<file path="src/rtl/vram_arbiter_if.sv">
// vram_arbiter_if: bundles the four requester ports and the RAM bus of the
// VRAM arbiter.
//   pN_addr/pN_wrdata/pN_wrbytesel/pN_write/pN_strobe : requester -> arbiter
//   pN_ack (combinational), pN_rddata_valid (registered) : arbiter -> requester
//   rddata                                              : shared read data
//   ram_addr/ram_wrdata/ram_wrbytesel/ram_write         : arbiter -> RAM
//   ram_rddata                                          : RAM -> arbiter
// slave modport is the arbiter; master modport is the requester/RAM side.
interface vram_arbiter_if;
  logic [14:0] p0_addr, p1_addr, p2_addr, p3_addr;
  logic [31:0] p0_wrdata, p1_wrdata, p2_wrdata, p3_wrdata;
  logic [3:0]  p0_wrbytesel, p1_wrbytesel, p2_wrbytesel, p3_wrbytesel;
  logic        p0_write, p1_write, p2_write, p3_write;
  logic        p0_strobe, p1_strobe, p2_strobe, p3_strobe;
  logic        p0_ack, p1_ack, p2_ack, p3_ack;
  logic        p0_rddata_valid, p1_rddata_valid, p2_rddata_valid, p3_rddata_valid;
  logic [31:0] rddata;
  logic [14:0] ram_addr;
  logic [31:0] ram_wrdata;
  logic [3:0]  ram_wrbytesel;
  logic        ram_write;
  logic [31:0] ram_rddata;

  modport slave (
    input  p0_addr, p1_addr, p2_addr, p3_addr,
    input  p0_wrdata, p1_wrdata, p2_wrdata, p3_wrdata,
    input  p0_wrbytesel, p1_wrbytesel, p2_wrbytesel, p3_wrbytesel,
    input  p0_write, p1_write, p2_write, p3_write,
    input  p0_strobe, p1_strobe, p2_strobe, p3_strobe,
    output p0_ack, p1_ack, p2_ack, p3_ack,
    output p0_rddata_valid, p1_rddata_valid, p2_rddata_valid, p3_rddata_valid,
    output rddata,
    output ram_addr, ram_wrdata, ram_wrbytesel, ram_write,
    input  ram_rddata
  );

  modport master (
    output p0_addr, p1_addr, p2_addr, p3_addr,
    output p0_wrdata, p1_wrdata, p2_wrdata, p3_wrdata,
    output p0_wrbytesel, p1_wrbytesel, p2_wrbytesel, p3_wrbytesel,
    output p0_write, p1_write, p2_write, p3_write,
    output p0_strobe, p1_strobe, p2_strobe, p3_strobe,
    input  p0_ack, p1_ack, p2_ack, p3_ack,
    input  p0_rddata_valid, p1_rddata_valid, p2_rddata_valid, p3_rddata_valid,
    input  rddata,
    input  ram_addr, ram_wrdata, ram_wrbytesel, ram_write,
    output ram_rddata
  );
endinterface

</file>
<file path="src/rtl/vram_arbiter.sv">
// vram_arbiter: shares the single-ported 32-bit main RAM between four
// requesters. Port 0 (host) has fixed priority, capped at HOST_MAX_BURST
// consecutive grants while any renderer port (1-3) is waiting; ports 1-3
// are served round-robin. One grant per cycle, combinational ack.
// Ports:
//   clk, rst : clock, asynchronous active-high reset
//   bus      : vram_arbiter_if.slave (requester ports and RAM bus)
module vram_arbiter #(
  parameter int unsigned HOST_MAX_BURST = 4
) (
  input logic           clk,
  input logic           rst,
  vram_arbiter_if.slave bus
);

  localparam logic [3:0] HOST_MAX = 4'(HOST_MAX_BURST);

  logic [14:0] addr [4];
  logic [31:0] wdat [4];
  logic [3:0]  bsel [4];
  logic [3:0]  wr, stb, ack, rvalid;

  logic [1:0]  rr_ptr, rr_ptr_nxt;
  logic [3:0]  host_cnt, host_cnt_nxt;
  logic [1:0]  gnt_idx;
  logic        gnt_vld;
  logic        rr_req;
  logic [2:0]  cand;

  always_comb begin
    addr[0] = bus.p0_addr;      addr[1] = bus.p1_addr;
    addr[2] = bus.p2_addr;      addr[3] = bus.p3_addr;
    wdat[0] = bus.p0_wrdata;    wdat[1] = bus.p1_wrdata;
    wdat[2] = bus.p2_wrdata;    wdat[3] = bus.p3_wrdata;
    bsel[0] = bus.p0_wrbytesel; bsel[1] = bus.p1_wrbytesel;
    bsel[2] = bus.p2_wrbytesel; bsel[3] = bus.p3_wrbytesel;
    wr      = {bus.p3_write,  bus.p2_write,  bus.p1_write,  bus.p0_write};
    stb     = {bus.p3_strobe, bus.p2_strobe, bus.p1_strobe, bus.p0_strobe};
  end

  always_comb begin
    gnt_vld      = 1'b0;
    gnt_idx      = 2'd0;
    cand         = 3'd0;
    ack          = '0;
    rr_ptr_nxt   = rr_ptr;
    host_cnt_nxt = host_cnt;
    rr_req       = |stb[3:1];

    if (stb[0] && host_cnt < HOST_MAX) begin
      gnt_vld = 1'b1;
    end else if (rr_req) begin
      // Scan rr_ptr, rr_ptr+1, rr_ptr+2 with 3 wrapping back to 1.
      for (int unsigned i = 0; i < 3; i++) begin
        cand = {1'b0, rr_ptr} + 3'(i);
        if (cand > 3'd3) cand = cand - 3'd3;
        if (!gnt_vld && stb[cand[1:0]]) begin
          gnt_vld = 1'b1;
          gnt_idx = cand[1:0];
        end
      end
    end else if (stb[0]) begin
      gnt_vld = 1'b1;
    end

    if (gnt_vld) ack[gnt_idx] = 1'b1;

    if (gnt_vld && gnt_idx != 2'd0)
      rr_ptr_nxt = (gnt_idx == 2'd3) ? 2'd1 : gnt_idx + 2'd1;

    if (!rr_req || (gnt_vld && gnt_idx != 2'd0))
      host_cnt_nxt = '0;
    else if (gnt_vld && host_cnt < HOST_MAX)
      host_cnt_nxt = host_cnt + 4'd1;
  end

  always_comb begin
    bus.ram_addr      = '0;
    bus.ram_wrdata    = '0;
    bus.ram_wrbytesel = '0;
    bus.ram_write     = 1'b0;
    if (gnt_vld) begin
      bus.ram_addr      = addr[gnt_idx];
      bus.ram_wrdata    = wdat[gnt_idx];
      bus.ram_wrbytesel = bsel[gnt_idx];
      bus.ram_write     = wr[gnt_idx];
    end
  end

  always_ff @(posedge clk or posedge rst) begin
    if (rst) begin
      rr_ptr   <= 2'd1;
      host_cnt <= '0;
      rvalid   <= '0;
    end else begin
      rr_ptr   <= rr_ptr_nxt;
      host_cnt <= host_cnt_nxt;
      rvalid   <= ack & ~wr;
    end
  end

  assign bus.p0_ack = ack[0];
  assign bus.p1_ack = ack[1];
  assign bus.p2_ack = ack[2];
  assign bus.p3_ack = ack[3];

  assign bus.p0_rddata_valid = rvalid[0];
  assign bus.p1_rddata_valid = rvalid[1];
  assign bus.p2_rddata_valid = rvalid[2];
  assign bus.p3_rddata_valid = rvalid[3];

  assign bus.rddata = bus.ram_rddata;

endmodule

</file>
<file path="src/flat_wrapper.sv">
// flat-port wrapper written by rule: the top's interface ports become plain ports
module vram_arbiter_flat 
#(
  parameter int unsigned HOST_MAX_BURST = 4
)
  (clk, rst, bus_p0_addr, bus_p1_addr, bus_p2_addr, bus_p3_addr, bus_p0_wrdata, bus_p1_wrdata, bus_p2_wrdata, bus_p3_wrdata, bus_p0_wrbytesel, bus_p1_wrbytesel, bus_p2_wrbytesel, bus_p3_wrbytesel, bus_p0_write, bus_p1_write, bus_p2_write, bus_p3_write, bus_p0_strobe, bus_p1_strobe, bus_p2_strobe, bus_p3_strobe, bus_p0_ack, bus_p1_ack, bus_p2_ack, bus_p3_ack, bus_p0_rddata_valid, bus_p1_rddata_valid, bus_p2_rddata_valid, bus_p3_rddata_valid, bus_rddata, bus_ram_addr, bus_ram_wrdata, bus_ram_wrbytesel, bus_ram_write, bus_ram_rddata);
  vram_arbiter_if bus_i ();
  input logic clk;
  input logic rst;
  input wire logic [$bits(bus_i.p0_addr)-1:0] bus_p0_addr;
  input wire logic [$bits(bus_i.p1_addr)-1:0] bus_p1_addr;
  input wire logic [$bits(bus_i.p2_addr)-1:0] bus_p2_addr;
  input wire logic [$bits(bus_i.p3_addr)-1:0] bus_p3_addr;
  input wire logic [$bits(bus_i.p0_wrdata)-1:0] bus_p0_wrdata;
  input wire logic [$bits(bus_i.p1_wrdata)-1:0] bus_p1_wrdata;
  input wire logic [$bits(bus_i.p2_wrdata)-1:0] bus_p2_wrdata;
  input wire logic [$bits(bus_i.p3_wrdata)-1:0] bus_p3_wrdata;
  input wire logic [$bits(bus_i.p0_wrbytesel)-1:0] bus_p0_wrbytesel;
  input wire logic [$bits(bus_i.p1_wrbytesel)-1:0] bus_p1_wrbytesel;
  input wire logic [$bits(bus_i.p2_wrbytesel)-1:0] bus_p2_wrbytesel;
  input wire logic [$bits(bus_i.p3_wrbytesel)-1:0] bus_p3_wrbytesel;
  input wire logic [$bits(bus_i.p0_write)-1:0] bus_p0_write;
  input wire logic [$bits(bus_i.p1_write)-1:0] bus_p1_write;
  input wire logic [$bits(bus_i.p2_write)-1:0] bus_p2_write;
  input wire logic [$bits(bus_i.p3_write)-1:0] bus_p3_write;
  input wire logic [$bits(bus_i.p0_strobe)-1:0] bus_p0_strobe;
  input wire logic [$bits(bus_i.p1_strobe)-1:0] bus_p1_strobe;
  input wire logic [$bits(bus_i.p2_strobe)-1:0] bus_p2_strobe;
  input wire logic [$bits(bus_i.p3_strobe)-1:0] bus_p3_strobe;
  output wire logic [$bits(bus_i.p0_ack)-1:0] bus_p0_ack;
  output wire logic [$bits(bus_i.p1_ack)-1:0] bus_p1_ack;
  output wire logic [$bits(bus_i.p2_ack)-1:0] bus_p2_ack;
  output wire logic [$bits(bus_i.p3_ack)-1:0] bus_p3_ack;
  output wire logic [$bits(bus_i.p0_rddata_valid)-1:0] bus_p0_rddata_valid;
  output wire logic [$bits(bus_i.p1_rddata_valid)-1:0] bus_p1_rddata_valid;
  output wire logic [$bits(bus_i.p2_rddata_valid)-1:0] bus_p2_rddata_valid;
  output wire logic [$bits(bus_i.p3_rddata_valid)-1:0] bus_p3_rddata_valid;
  output wire logic [$bits(bus_i.rddata)-1:0] bus_rddata;
  output wire logic [$bits(bus_i.ram_addr)-1:0] bus_ram_addr;
  output wire logic [$bits(bus_i.ram_wrdata)-1:0] bus_ram_wrdata;
  output wire logic [$bits(bus_i.ram_wrbytesel)-1:0] bus_ram_wrbytesel;
  output wire logic [$bits(bus_i.ram_write)-1:0] bus_ram_write;
  input wire logic [$bits(bus_i.ram_rddata)-1:0] bus_ram_rddata;
  assign bus_i.p0_addr = bus_p0_addr;
  assign bus_i.p1_addr = bus_p1_addr;
  assign bus_i.p2_addr = bus_p2_addr;
  assign bus_i.p3_addr = bus_p3_addr;
  assign bus_i.p0_wrdata = bus_p0_wrdata;
  assign bus_i.p1_wrdata = bus_p1_wrdata;
  assign bus_i.p2_wrdata = bus_p2_wrdata;
  assign bus_i.p3_wrdata = bus_p3_wrdata;
  assign bus_i.p0_wrbytesel = bus_p0_wrbytesel;
  assign bus_i.p1_wrbytesel = bus_p1_wrbytesel;
  assign bus_i.p2_wrbytesel = bus_p2_wrbytesel;
  assign bus_i.p3_wrbytesel = bus_p3_wrbytesel;
  assign bus_i.p0_write = bus_p0_write;
  assign bus_i.p1_write = bus_p1_write;
  assign bus_i.p2_write = bus_p2_write;
  assign bus_i.p3_write = bus_p3_write;
  assign bus_i.p0_strobe = bus_p0_strobe;
  assign bus_i.p1_strobe = bus_p1_strobe;
  assign bus_i.p2_strobe = bus_p2_strobe;
  assign bus_i.p3_strobe = bus_p3_strobe;
  assign bus_p0_ack = bus_i.p0_ack;
  assign bus_p1_ack = bus_i.p1_ack;
  assign bus_p2_ack = bus_i.p2_ack;
  assign bus_p3_ack = bus_i.p3_ack;
  assign bus_p0_rddata_valid = bus_i.p0_rddata_valid;
  assign bus_p1_rddata_valid = bus_i.p1_rddata_valid;
  assign bus_p2_rddata_valid = bus_i.p2_rddata_valid;
  assign bus_p3_rddata_valid = bus_i.p3_rddata_valid;
  assign bus_rddata = bus_i.rddata;
  assign bus_ram_addr = bus_i.ram_addr;
  assign bus_ram_wrdata = bus_i.ram_wrdata;
  assign bus_ram_wrbytesel = bus_i.ram_wrbytesel;
  assign bus_ram_write = bus_i.ram_write;
  assign bus_i.ram_rddata = bus_ram_rddata;
  vram_arbiter #(.HOST_MAX_BURST(HOST_MAX_BURST)) u_core (.clk(clk), .rst(rst), .bus(bus_i));
endmodule
</file>
<file path="config.mk">
export PLATFORM = sky130hd
export DESIGN_NAME = vram_arbiter_flat
export DESIGN_NICKNAME = d
export VERILOG_FILES = /design/src/rtl/vram_arbiter_if.sv /design/src/rtl/vram_arbiter.sv /design/src/flat_wrapper.sv
export SDC_FILE = /design/constraint.sdc
export NUM_CORES = 1
export LEC_CHECK = 0
export CAP_MARGIN = 20
export CORE_AREA = 2 2 131 133
export CTS_BUF_LIST = sky130_fd_sc_hd__clkbuf_2 sky130_fd_sc_hd__clkbuf_4 sky130_fd_sc_hd__clkbuf_8
export DETAILED_ROUTE_END_ITERATION = 6
export DIE_AREA = 0 0 133 135
export GPL_ROUTABILITY_DRIVEN = 0
export SYNTH_ARGS = -nofsm -noshare
export SYNTH_HDL_FRONTEND = slang
export SYNTH_SLANG_ARGS = --single-unit
</file>
<file path="constraint.sdc">
create_clock -name clk -period 6.79 [get_ports clk]
set_input_delay 1.6975 -clock clk [delete_from_list [all_inputs] [get_ports clk]]
set_output_delay 1.6975 -clock clk [all_outputs]
set_load 0.02 [all_outputs]
</file>
---- Word level (Yosys, flattened, before mapping) ----
Index checks and enable logic that the tools add are counted.
storage, ports and cells
  register bits ........................... 10
  latch bits .............................. 0
  RAM bits ................................ 0
  memory bits (read-only) ................. 0
  input bits .............................. 246
  output and inout port bits .............. 92
  word-level logic and storage cells ...... 88
  memories kept ........................... 0
cells by class
  $add $sub $neg .......................... 7
  multipliers ............................. 0
  div/mod/pow operators ................... 0
  $lt $le $gt $ge ......................... 10
  equal/unequal tests ..................... 1
  shifts and indexed selects .............. 0
  mux-type cells .......................... 51
  bitwise logic cells ..................... 3
  reductions and logical operators ........ 13
operator list
  cell                 count
  $mux 32              3
  $bmux 32 s2          1
  $mux 15              3
  $bmux 15 s2          1
  $mux 2               15
  $mux 4               6
  $mux 1               16
  $lt 2x3->1 const B   4
  $bmux 1 s2           4
  $bmux 4 s2           1
  $gt 3x2->1 const B   2
  $logic_and 1x1->1    6
  $sub 2x2->2 const B  3
  $add 4x1->4 const B  1
  $and 4x4->4          1
  $lt 4x3->1 const B   1
  $not 4->4            1
  $reduce_bool 2->1    2
  $add 2x1->3 const B  1
  $add 2x2->3 const B  1
  $ge 3x3->1 const B   1
  $logic_not 1->1      3
  $not 2->3            1
  $reduce_or 3->1      1
  6 further kinds      6

---- Depth between registers and ports, before layout ----
Gate-level depths: netlist of run 1.
  depth after elaboration ................. 25
  gate-level depth with buffers ........... 13
  depth with buffers taken out ............ 10

---- Worst setup path before layout of run 1 ----
OpenSTA, ideal clock, no wires.
  path kind ............................... input to output
  start ................................... input bus_p3_strobe
  end ..................................... output bus_p0_ack
  arrival ................................. 3.607 ns
  required time ........................... 5.092 ns
  path slack .............................. 1.485 ns
  stages .................................. 8
  buffers on the path ..................... 2
  cells stage by stage .................... mux4_2 -> o32ai_2 -> a21oi_1 -> a311o_1 -> buf_4 -> buf_2 -> ha_1 -> and2_1
between the ends
  longest elaborated chain between the ends .. 20
  elaborated cells between the ends (all ways) .. 31
  classes of those cells .................. 2 x order compare; 23 x mux; 6 x reduce/logical
RTL lines
  item                                                                   line                RTL
  from (decl)                                                            flat_wrapper.sv:29  input wire logic [$bits(bus_i.p3_strobe)-1:0] bus_p3_strobe;
  $bmux 1 s2                                                             vram_arbiter.sv:57  if (!gnt_vld && stb[cand[1:0]]) begin
  $mux 1 (not written as such)                                           vram_arbiter.sv:57
  $mux 1                                                                 vram_arbiter.sv:57
  $mux 1                                                                 vram_arbiter.sv:52  end else if (rr_req) begin
  $mux 1                                                                 vram_arbiter.sv:50  if (stb[0] && host_cnt < HOST_MAX) begin
  $logic_not 1->1                                                        vram_arbiter.sv:57
  $logic_and 1x1->1                                                      vram_arbiter.sv:57
  $mux 1                                                                 vram_arbiter.sv:57
  [... 4 more ...]                                                       n/a
  $mux 2                                                                 vram_arbiter.sv:57
  $mux 2                                                                 vram_arbiter.sv:52
  $mux 2                                                                 vram_arbiter.sv:50
  $lt 2x3->1 (not written as such) / $ge 2x1->1 (equally long branches)  vram_arbiter.sv:66  if (gnt_vld) ack[gnt_idx] = 1'b1;
  $logic_and 1x1->1 (not written as such)                                vram_arbiter.sv:66
  $mux 1 (not written as such)                                           vram_arbiter.sv:66
  $demux 1 s2                                                            n/a
  $mux 4 (*)                                                             vram_arbiter.sv:66
  to (decl)                                                              flat_wrapper.sv:30  output wire logic [$bits(bus_i.p0_ack)-1:0] bus_p0_ack;
Every way passes the cells marked *; elsewhere a longest branch is shown, timed or not. The select of a mux whose other input is x is not followed.

---- Worst setup path in the final report of run 1 ----
  start ................................... input bus_p1_strobe
  end ..................................... output bus_p2_ack
between the ends
  longest elaborated chain between the ends .. 20
  elaborated cells between the ends (all ways) .. 31
  classes of those cells .................. 2 x order compare; 23 x mux; 6 x reduce/logical
RTL lines
  item                                                                   line                RTL
  from (decl)                                                            flat_wrapper.sv:27  input wire logic [$bits(bus_i.p1_strobe)-1:0] bus_p1_strobe;
  $bmux 1 s2                                                             vram_arbiter.sv:57
  $mux 1 (not written as such)                                           vram_arbiter.sv:57
  $mux 1                                                                 vram_arbiter.sv:57
  $mux 1                                                                 vram_arbiter.sv:52
  $mux 1                                                                 vram_arbiter.sv:50
  $logic_not 1->1                                                        vram_arbiter.sv:57
  $logic_and 1x1->1                                                      vram_arbiter.sv:57
  $mux 1                                                                 vram_arbiter.sv:57
  [... 4 more ...]                                                       n/a
  $mux 2                                                                 vram_arbiter.sv:57
  $mux 2                                                                 vram_arbiter.sv:52
  $mux 2                                                                 vram_arbiter.sv:50
  $lt 2x3->1 (not written as such) / $ge 2x1->1 (equally long branches)  vram_arbiter.sv:66
  $logic_and 1x1->1 (not written as such)                                vram_arbiter.sv:66
  $mux 1 (not written as such)                                           vram_arbiter.sv:66
  $demux 1 s2                                                            n/a
  $mux 4 (*)                                                             vram_arbiter.sv:66
  to (decl)                                                              flat_wrapper.sv:32  output wire logic [$bits(bus_i.p2_ack)-1:0] bus_p2_ack;
Marked as above.

==> results.tsv, run 1 <==
metric	value	unit
Final #Nets	775	
TNS Setup	0	ns
period utilization	0.961	
Post-Synth Adder-Cell Area	0.0347	
Yosys reg bits	10	
Root Driver	clkbuf_8	
share of the synthesized area in the top cell type	0.420	
Port-buffer cells	273	
layout cells sized above 1	0.0480	
largest family of logic cells by synthesized area	multiplexers	
via density per instance	4.29	
# placed instances	737	
status	finished, final reports clean	
Syn Nets	541	
unrepaired setup endpoints after global routing	false	
fin crit period	6.53	ns
leakage power	0.00239	uW
final hold vios	0	
Main synth FF type	dfrtp_1	
H-tree depth	1	
Clock Path Buffers	2	
die area	18000	um^2
Area growth syn-to-layout	110	%
Post-CTS Setup Bufs	0	
max cap viols	0	
largest net degree at the start of global routing	53	
worst-path maximum fanout	26	
Simple-Gate Fraction of Synth Area	0.0605	
Worst EP arrival	4.83	ns
Worst Setup End Kind	output port	
Clock Skew	0.00190	ns
post-synthesis mux area share	0.452	
mean post-synth cell area	8.76	um^2
post-synthesis xor/xnor area fraction	0	
via count	3181	
Die Span X	133	um
clock latency on the worst-skew pair	0.24	ns
Slew @ Worst Pin	0.536	ns
Post-CTS Hold Buffers	0	
# rows	47	
Worst setup SP type	input port	
power density cells	369	nW/um^2
Rel. slew slack	0.642	
Slew Limit Fails	0	
I/O Pins	338	
CTS tree	built	
drt drc	0	
GR Overflow Total	0	
Fmax	153	MHz
Overall Global Routing Usage	0.120	
number of fill cells in the layout	1656	
die height	135	um
clk slew on worst S/H paths	0.05	ns
Synth area leader	mux2i_1	
clock sink count	10	
CTS-repair resized insts	0	
Setup CP Type	in2out	
antenna viol nets, final	0	
number of global-route vias before repair	3266	
Max rail drop VDD	0.000189	V
async set-reset flop share out of synthesis	1.00	
first-pass GRT wire length	17200	um
Core Area	16400	um^2
Initial Utilization	0.154	
warnings from Yosys	0	
non-filler cells in the finished layout	741	
Area contributors post-synth	mux2i_1 (42%), o22ai_1 (13%), buf_4 (10%)	
TritonRoute pass-1 iters	4	
final WL	11900	um
CTS Buf Count	3	
diode count	0	
Worst EP required	5.09	ns
Post-Syn Instances	288	
number of distinct library cells after synthesis	31	
initial antenna violation count	0	
worst min path class	reg2reg	
number of flops mapped to enable cells by yosys	0	
drt wl/cell	16.1	um
DP HPWL	9840	um
sequential fraction of the synthesis area	0.0997	
final setup vio count	0	
post-synthesis compound-gate area fraction	0.178	
1st-iter DRT viols	118	
synthesized area	2520	um^2
[Yosys cell counts (5+ instances only)]
master   instances
inv_1           10
nor2b_1          5
ha_1             7
o21ai_0          5
nor3_1           5
o22ai_1         52
buf_2           12
buf_4           35
buf_6            6
mux2i_1        106
dfrtp_1          9
a21oi_1          5
[through the flow]
| stage | total power, uW | setup WS (ns) | utilization | hold WS (ns) | area [um^2] |
|---|---|---|---|---|---|
| 2_1_floorplan | 1200 | 1.49 | - | 0.512 | 2520 |
| 3_3_place_gp | 1880 | 0.344 | 0.320 | 0.532 | 5250 |
| 3_5_place_dp | 1900 | 0.270 | 0.320 | 0.533 | 5250 |
| 4_1_cts | 1980 | 0.269 | 0.323 | 0.541 | 5300 |
| 5_1_grt | 2080 | 0.122 | 0.323 | 0.579 | 5300 |
| 6_report | 1960 | 0.262 | 0.323 | 0.546 | 5300 |
[metal layers]
layer	global-route usage	up-vias	wire, um
met3	0.0293	20	1180
li1	-	1530	-
met2	0.228	207	6160
met1	0.135	1424	4350
met5	0	-	0
met4	0.0281	0	225
[registers in the layout, indices dropped and copies added (netlist names)]
signal / count
u_core.rvalid: 4
u_core.host_cnt: 4
u_core.rr_ptr: 2
[cells in the final DEF, fill, tap and decap left out, types with 2 or more instances in the layout]
master           count
mux4_2               3
buf_4                8
o21ai_0              5
nor3_1               5
mux2i_1            106
a21oi_1              5
ha_1                 7
buf_12               3
dfrtp_1              9
nor2b_1              5
nand3_1              2
and2_1               4
o22ai_1             52
nand2_1              2
o211ai_1             2
clkdlybuf4s50_1    273
nor2_1               4
clkbuf_8             4
inv_1               10
[path summary, 6_finish.rpt]
kind                                                start                             end  slack (ns)  depth (start not counted)
setup / recovery                            bus_p1_strobe                      bus_p2_ack        0.26                         10
hold / removal             u_core.host_cnt[3]$_DFFE_PP0P_  u_core.host_cnt[3]$_DFFE_PP0P_        0.55                          2
setup reg to reg             u_core.rr_ptr[0]$_DFFE_PP1P_    u_core.rr_ptr[1]$_DFFE_PP0P_        3.69                          9
hold reg to reg            u_core.host_cnt[3]$_DFFE_PP0P_  u_core.host_cnt[3]$_DFFE_PP0P_        0.55                          2
max in group asynchronous                             rst    u_core.rr_ptr[0]$_DFFE_PP1P_        4.70                          2
min in group asynchronous                             rst      u_core.rvalid[0]$_DFF_PP0_        1.77                          2
[critical path, stage by stage]
cell and delay (ns):
clkdlybuf4s50_1 0.53, mux4_2 0.58, o32ai_2 0.28, a21oi_1 0.06
a311o_2 0.44, buf_4 0.26, inv_1 0.11, ha_1 0.13
and2_1 0.13, clkdlybuf4s50_1 0.61
[where the power goes]
group / switching (uW) / total, uW / internal, uW
registers: 13.8 / 93.6 / 79.8
clock network: 24.8 / 75.9 / 51.1
logic: 904 / 1790 / 883
[cell families (layout without fill, tap and decap cells)]
group / count (synthesis) / in the layout
adder cells (fa/ha/maj): 7 / 7
AO/OA/AOI/OAI: 70 / 70
buffers and inverters: 65 / 298
AND/OR/NAND/NOR: 26 / 26
flip-flops: 10 / 10
multiplexers: 110 / 110
[final cells by class]
type	count	area, um^2	share of cell area
clock buffers	4	55.1	0.0104
inverters	10	37.5	0.00708
multi-input cells	213	1830	0.345
flip-flops and latches	10	251	0.0474
well taps	220	275	0.0519
repair buffers	284	2850	0.538
No activity file was read; power rests on OpenSTA's default activity.
==> run 2, diff against run 1 <==
--- a/config.mk
+++ b/config.mk
@@ -11,6 +11,7 @@
 export DETAILED_ROUTE_END_ITERATION = 6
 export DIE_AREA = 0 0 133 135
 export GPL_ROUTABILITY_DRIVEN = 0
+export SLEW_MARGIN = 40
 export SYNTH_ARGS = -nofsm -noshare
 export SYNTH_HDL_FRONTEND = slang
 export SYNTH_SLANG_ARGS = --single-unit
==> results of run 2 <==
No change in the layout: final DEF, timing and power equal those of run 1.
